## config.mk

```make
export PLATFORM = sky130hd
export DESIGN_NAME = vote_tally
export DESIGN_NICKNAME = d
export VERILOG_FILES = /design/src/rtl/vote_tally.sv
export SDC_FILE = /design/constraint.sdc
export NUM_CORES = 1
export LEC_CHECK = 0
export CORE_ASPECT_RATIO = 2
export CORE_MARGIN = 4
export CORE_UTILIZATION = 55
export CTS_CLUSTER_DIAMETER = 40
export DETAILED_ROUTE_END_ITERATION = 8
export PLACE_DENSITY_LB_ADDON = 0.08
export SLEW_MARGIN = 20
export SYNTH_ARGS = -nofsm -noshare
export SYNTH_HDL_FRONTEND = slang
export SYNTH_SLANG_ARGS = --single-unit
```

## constraint.sdc

```tcl
create_clock -name clk_100MHz -period 11.64 [get_ports clk_100MHz]
set_input_delay 2.328 -clock clk_100MHz [delete_from_list [all_inputs] [get_ports clk_100MHz]]
set_output_delay 2.328 -clock clk_100MHz [all_outputs]
set_load 0.05 [all_outputs]
```

## src/rtl/vote_tally.sv

```systemverilog
// Ballot-counting core: edge-detects debounced buttons, gates voting with a switch code,
// enforces a post-vote lockout and latches winner/tie on close. Optional lockout: VOTE_TALLY_LOCKOUT_EN.
module vote_tally #(
    parameter logic [15:0] OPEN_CODE      = 16'hA5C3,
    parameter int          CNT_W          = 8,
    parameter int          LOCKOUT_CYCLES = 100_000_000
) (
    input  logic                clk_100MHz,
    input  logic                reset_n,
    input  logic                btn1,
    input  logic                btn2,
    input  logic                btn3,
    input  logic                btn4,
    input  logic                btn_ov_cv,
    input  logic [15:0]         sw,
    output logic [CNT_W-1:0]    cnt1,
    output logic [CNT_W-1:0]    cnt2,
    output logic [CNT_W-1:0]    cnt3,
    output logic [CNT_W-1:0]    cnt4,
    output logic [CNT_W+1:0]    total,
    output logic [1:0]          the_state,
    output logic [1:0]          the_winner,
    output logic                tie,
    output logic                vote_accept,
    output logic                vote_reject,
    output logic                enable_leds
);

    typedef enum logic [1:0] {
        ST_CLOSED  = 2'd0,
        ST_OPEN    = 2'd1,
        ST_LOCKOUT = 2'd2,
        ST_RESULT  = 2'd3
    } state_t;

    localparam logic [CNT_W-1:0] CNT_MAX = {CNT_W{1'b1}};
    localparam logic [CNT_W-1:0] CNT_ONE = {{(CNT_W-1){1'b0}}, 1'b1};
    localparam logic [CNT_W+1:0] TOT_ONE = {{(CNT_W+1){1'b0}}, 1'b1};

`ifdef VOTE_TALLY_LOCKOUT_EN
    localparam int            LK_W    = (LOCKOUT_CYCLES > 1) ? $clog2(LOCKOUT_CYCLES) : 1;
    localparam logic [LK_W-1:0] LK_LOAD = LK_W'(LOCKOUT_CYCLES - 1);
    localparam logic [LK_W-1:0] LK_ONE  = {{(LK_W-1){1'b0}}, 1'b1};
    logic [LK_W-1:0] lk_q, lk_d;
`endif

    state_t                  state_q, state_d;
    logic [3:0]              btn_q, btn_d;
    logic                    ov_q, ov_d;
    logic [3:0][CNT_W-1:0]   cnt_q, cnt_d;
    logic [CNT_W+1:0]        total_q, total_d;
    logic [1:0]              win_q, win_d;
    logic                    tie_q, tie_d;
    logic                    acc_q, acc_d;
    logic                    rej_q, rej_d;

    logic [3:0]              rise;
    logic                    ov_rise;
    logic                    rise_single;
    logic                    rise_multi;
    logic [1:0]              rise_idx;
    logic [1:0]              win_c;
    logic                    tie_c;
    logic [CNT_W-1:0]        max_c;
    logic [2:0]              n_max;

    assign btn_d       = {btn4, btn3, btn2, btn1};
    assign ov_d        = btn_ov_cv;
    assign rise        = btn_d & ~btn_q;
    assign ov_rise     = btn_ov_cv & ~ov_q & (sw == OPEN_CODE);
    assign rise_single = (rise != 4'd0) && ((rise & (rise - 4'd1)) == 4'd0);
    assign rise_multi  = (rise != 4'd0) && !rise_single;

    always_comb begin
        rise_idx = 2'd0;
        case (rise)
            4'b0010: rise_idx = 2'd1;
            4'b0100: rise_idx = 2'd2;
            4'b1000: rise_idx = 2'd3;
            default: rise_idx = 2'd0;
        endcase
    end

    // Strict '>' keeps the lowest index on equal counts.
    always_comb begin
        max_c = cnt_q[0];
        win_c = 2'd0;
        n_max = 3'd0;
        for (int i = 1; i < 4; i++) begin
            if (cnt_q[i] > max_c) begin
                max_c = cnt_q[i];
                win_c = 2'(i);
            end
        end
        for (int i = 0; i < 4; i++) begin
            if (cnt_q[i] == max_c) n_max = n_max + 3'd1;
        end
        tie_c = (n_max > 3'd1);
    end

    always_comb begin
        state_d = state_q;
        cnt_d   = cnt_q;
        total_d = total_q;
        win_d   = win_q;
        tie_d   = tie_q;
        acc_d   = 1'b0;
        rej_d   = 1'b0;
`ifdef VOTE_TALLY_LOCKOUT_EN
        lk_d    = lk_q;
`endif
        case (state_q)
            ST_CLOSED: begin
                if (ov_rise) state_d = ST_OPEN;
            end
            ST_OPEN: begin
                if (ov_rise) begin
                    state_d = ST_RESULT;
                    win_d   = win_c;
                    tie_d   = tie_c;
                end else if (rise_multi) begin
                    rej_d = 1'b1;
                end else if (rise_single) begin
                    if (cnt_q[rise_idx] == CNT_MAX) begin
                        rej_d = 1'b1;
                    end else begin
                        cnt_d[rise_idx] = cnt_q[rise_idx] + CNT_ONE;
                        total_d         = total_q + TOT_ONE;
                        acc_d           = 1'b1;
`ifdef VOTE_TALLY_LOCKOUT_EN
                        state_d         = ST_LOCKOUT;
                        lk_d            = LK_LOAD;
`endif
                    end
                end
            end
            ST_LOCKOUT: begin
`ifdef VOTE_TALLY_LOCKOUT_EN
                if (lk_q == '0) state_d = ST_OPEN;
                else            lk_d    = lk_q - LK_ONE;
`else
                state_d = ST_OPEN;
`endif
            end
            ST_RESULT: begin
                if (ov_rise) begin
                    state_d = ST_CLOSED;
                    cnt_d   = '0;
                    total_d = '0;
                end
            end
            default: state_d = ST_CLOSED;
        endcase
    end

    // Button registers reset high so a button held through reset never votes.
    always_ff @(posedge clk_100MHz or negedge reset_n) begin
        if (!reset_n) begin
            state_q <= ST_CLOSED;
            btn_q   <= 4'hF;
            ov_q    <= 1'b1;
            cnt_q   <= '0;
            total_q <= '0;
            win_q   <= 2'd0;
            tie_q   <= 1'b0;
            acc_q   <= 1'b0;
            rej_q   <= 1'b0;
`ifdef VOTE_TALLY_LOCKOUT_EN
            lk_q    <= '0;
`endif
        end else begin
            state_q <= state_d;
            btn_q   <= btn_d;
            ov_q    <= ov_d;
            cnt_q   <= cnt_d;
            total_q <= total_d;
            win_q   <= win_d;
            tie_q   <= tie_d;
            acc_q   <= acc_d;
            rej_q   <= rej_d;
`ifdef VOTE_TALLY_LOCKOUT_EN
            lk_q    <= lk_d;
`endif
        end
    end

    assign cnt1        = cnt_q[0];
    assign cnt2        = cnt_q[1];
    assign cnt3        = cnt_q[2];
    assign cnt4        = cnt_q[3];
    assign total       = total_q;
    assign the_state   = state_q;
    assign the_winner  = win_q;
    assign tie         = tie_q;
    assign vote_accept = acc_q;
    assign vote_reject = rej_q;
    assign enable_leds = (state_q == ST_OPEN) || (state_q == ST_LOCKOUT);

endmodule
```

==> results.toml <==
[min_path]
min_to = "the_winner[0]"
hold_depth = 2
hold_path_class = "reg2reg"
hp-start = "the_winner[0]"

[worst_setup_path]
cp.depth = 28
startpoint_type = "flip-flop"
crit_start = "cnt1[7]"
crit_path_max_fanout = 17
r2r_slack_ns = 4.28
r2r_cells = 28
cpPeakStageDelay_ns = 0.63
r2r_end = "tie"
critPathRequiredTime_ns = 11.82
cp_top_family = "compound AO/OA/AOI/OAI gates"
timing.rr.start = "cnt1[7]"
critical_path_buf_inv_count = 3
crit_top_cell = "ha_1"
crit_path_end_kind = "flip-flop"
crit_type = "reg2reg"
arrival_ns = 7.53
slowest_stage = "dfrtp_1"

[global_route]
grt_first_pass_wirelength_microns = 23800
antenna_found_initial = 0
grt_pass1_vias = 4548
overflow = 0
grt_use_total_pct = 31.6
grt_max_degree = 55
met1_usage_pct = 31.9
groute.layer.met2.usage_pct = 57.8
top_usage_layer = "met2"
use_met3_pct = 3.38

[route]
detail_route.first_pass.iterations = 5
ant_nets = 0
drtIter0Drc = 240
drt-total-wl_microns = 15000
avgViaCountPerCell = 6.40
post_drt_wl_per_cell_microns = 22.2
drc_errors = 0
vias = 4318

[synthesis]
yosys.area.top_type = "dfrtp_1"
synth_nets = 582
netlist.area_leader.share_pct = 26.8
syn_inst = 526
ys_async_sr_fraction_pct = 100
synthFlopType = "dfrtp_1"
ys.warnings.count = 0
synth_area_sq_um = 4570
synth_area_leaders = "dfrtp_1 27%, ha_1 9.0%, xnor2_1 8.4%"
synth_edf_count = 0
ys_seq_elements = 54
synth_cell_types = 72
syn_avg_cell_area_sq_um = 8.70
ys_seq_area_share_pct = 29.7

[sta]
max_freq_ghz = 0.136
maxSlewViolCount = 0
rsz0062_at_grt = "false"
tightest_slew_ns = 0.930
finalHoldViolCount = 0
finalSetupTns_ns = 0
skew_ns = 0.00947
setup_viol = 0
finalCritPeriodShare_pct = 63.2
relSlewSlack_pct = 37.8
period_needed_ns = 7.36

[job]
cap_violations = 0

[layout]
layout_commonest_cell = "clkdlybuf4s50_1"
area_growth_syn_to_layout_pct = 17.9
antenna_cells = 0
num-nets-final = 634
layout-drive-gt1-share_pct = 8.29
final_cell_mix = "71 x clkdlybuf4s50_1, 49 x dfrtp_1, 47 x nand2_1"
n_fill_cell = 695

[place]
io_buffers = 72
globalplace.congestion = 0.971
dpl.hpwl_microns = 11600

[die]
rows = 46
die_w_microns = 72.5
core_area_sq_um = 8000
ios = 73
die_area_sq_um = 9930
die_y_microns = 137
start_util_pct = 57.2

[clocking]
cts_buffer_depth = 2
cts.sinks = 54
clkSlewWorstSetupHoldPaths_ns = 0.08
clock-root-buffer = "clkbuf_16"
cts_inserted_buffers = 5
worstSkewPairLatency_ns = 0.30
cts-resized-gates = 0
post_cts_buffers = 0
cts_max_level = 2
cts_tree = "built"
hold_buffers = 0

[run_status]
status = "complete, no violations"
## cell families after synthesis
family,share of synthesized area [%]
AOI/OAI and AO/OA,18.1
DFF,29.7
xor gates and xnor gates,11.4
buffers and inverters,6.24
and+or+nand+nor,23.4
muxes,2.19
adders and majority gates,9.03
## worst reg2reg max path: cells and delay by family, from the launching register on
kind,cells,cell delay (ns)
compound gates,8,2.13
xor+xnor,2,0.32
fa+ha+maj,5,1.53
buf+inv,3,0.40
flops,1,0.63
mux,2,0.63
simple gates,8,1.62
## how the worst max path moves through the flow
stage / endpoint / slack [ns]
CTS: tie / 4.35
finish: tie / 4.28
global placement: tie / 4.59
global route: tie / 3.90
floorplan: tie / 4.58
detailed placement: tie / 4.37
## state kept, by name (all words and copies together) (netlist names)
signal and cells:
total 10, cnt1 8, cnt2 8, cnt3 8, cnt4 8, btn_q 4
the_state 2, the_winner 2, ov_q 1, tie 1, vote_accept 1, vote_reject 1
## synth_stat cells, types with 2 or more instances
| cell type | number |
|---|---|
| inv_1 | 22 |
| buf_12 | 2 |
| o21a_1 | 4 |
| o22ai_1 | 2 |
| o21bai_1 | 2 |
| a31oi_2 | 3 |
| clkbuf_8 | 3 |
| nor2_1 | 34 |
| dfrtp_1 | 49 |
| nand4bb_1 | 2 |
| nand2_1 | 47 |
| nand2b_1 | 5 |
| xor2_1 | 12 |
| nor4bb_1 | 2 |
| dfstp_2 | 5 |
| ha_1 | 33 |
| nor2b_1 | 7 |
| nor3_1 | 20 |
| o21ai_0 | 36 |
| o21ai_1 | 3 |
| clkbuf_1 | 16 |
| a21oi_1 | 17 |
| xnor2_2 | 2 |
| or3_1 | 10 |
| and4_1 | 2 |
| o31ai_1 | 8 |
| o221ai_1 | 3 |
| a31oi_1 | 6 |
| a211o_1 | 2 |
| and2_1 | 10 |
| nand3_1 | 27 |
| a21o_1 | 5 |
| xnor2_1 | 44 |
| nand4_1 | 16 |
| buf_2 | 7 |
| nor4_1 | 3 |
| or2_2 | 3 |
| o211ai_1 | 2 |
| mux2i_1 | 10 |
| a21bo_2 | 6 |
| o22a_1 | 3 |
## through the flow
stage / setup WS [ns] / util (%) / cells / instance area [sq um] / hold slack [ns]
floorplan: 4.58 / - / 526 / 4570 / 0.757
global placement: 4.59 / 65.5 / 667 / 5240 / 0.470
detailed placement: 4.37 / 65.5 / 667 / 5240 / 0.488
CTS: 4.35 / 67.4 / 675 / 5390 / 0.511
global route: 3.90 / 67.4 / 675 / 5390 / 0.561
finish: 4.28 / 67.4 / 675 / 5390 / 0.500
## final cells by class
| class | instances | area (sq um) | area share (%) |
|---|---|---|---|
| Multi-Input combinational cell | 419 | 2930 | 54.4 |
| Sequential cell | 54 | 1360 | 25.2 |
| Timing Repair Buffer | 76 | 746 | 13.8 |
| Clock buffer | 5 | 125 | 2.32 |
| Tap cell | 96 | 120 | 2.23 |
| Inverter | 22 | 82.6 | 1.53 |
| Clock inverter | 3 | 28.8 | 0.534 |
## per-layer routing
layer | wire length (microns) | vias up
li1 | - | 1984
met1 | 5200 | 2074
met2 | 7940 | 186
met3 | 632 | 74
met4 | 1220 | 0
met5 | 0 | -
Power is left out: the tool's default activity adds up to more than one toggle a clock period on the data nets, which glitch-free logic cannot reach.
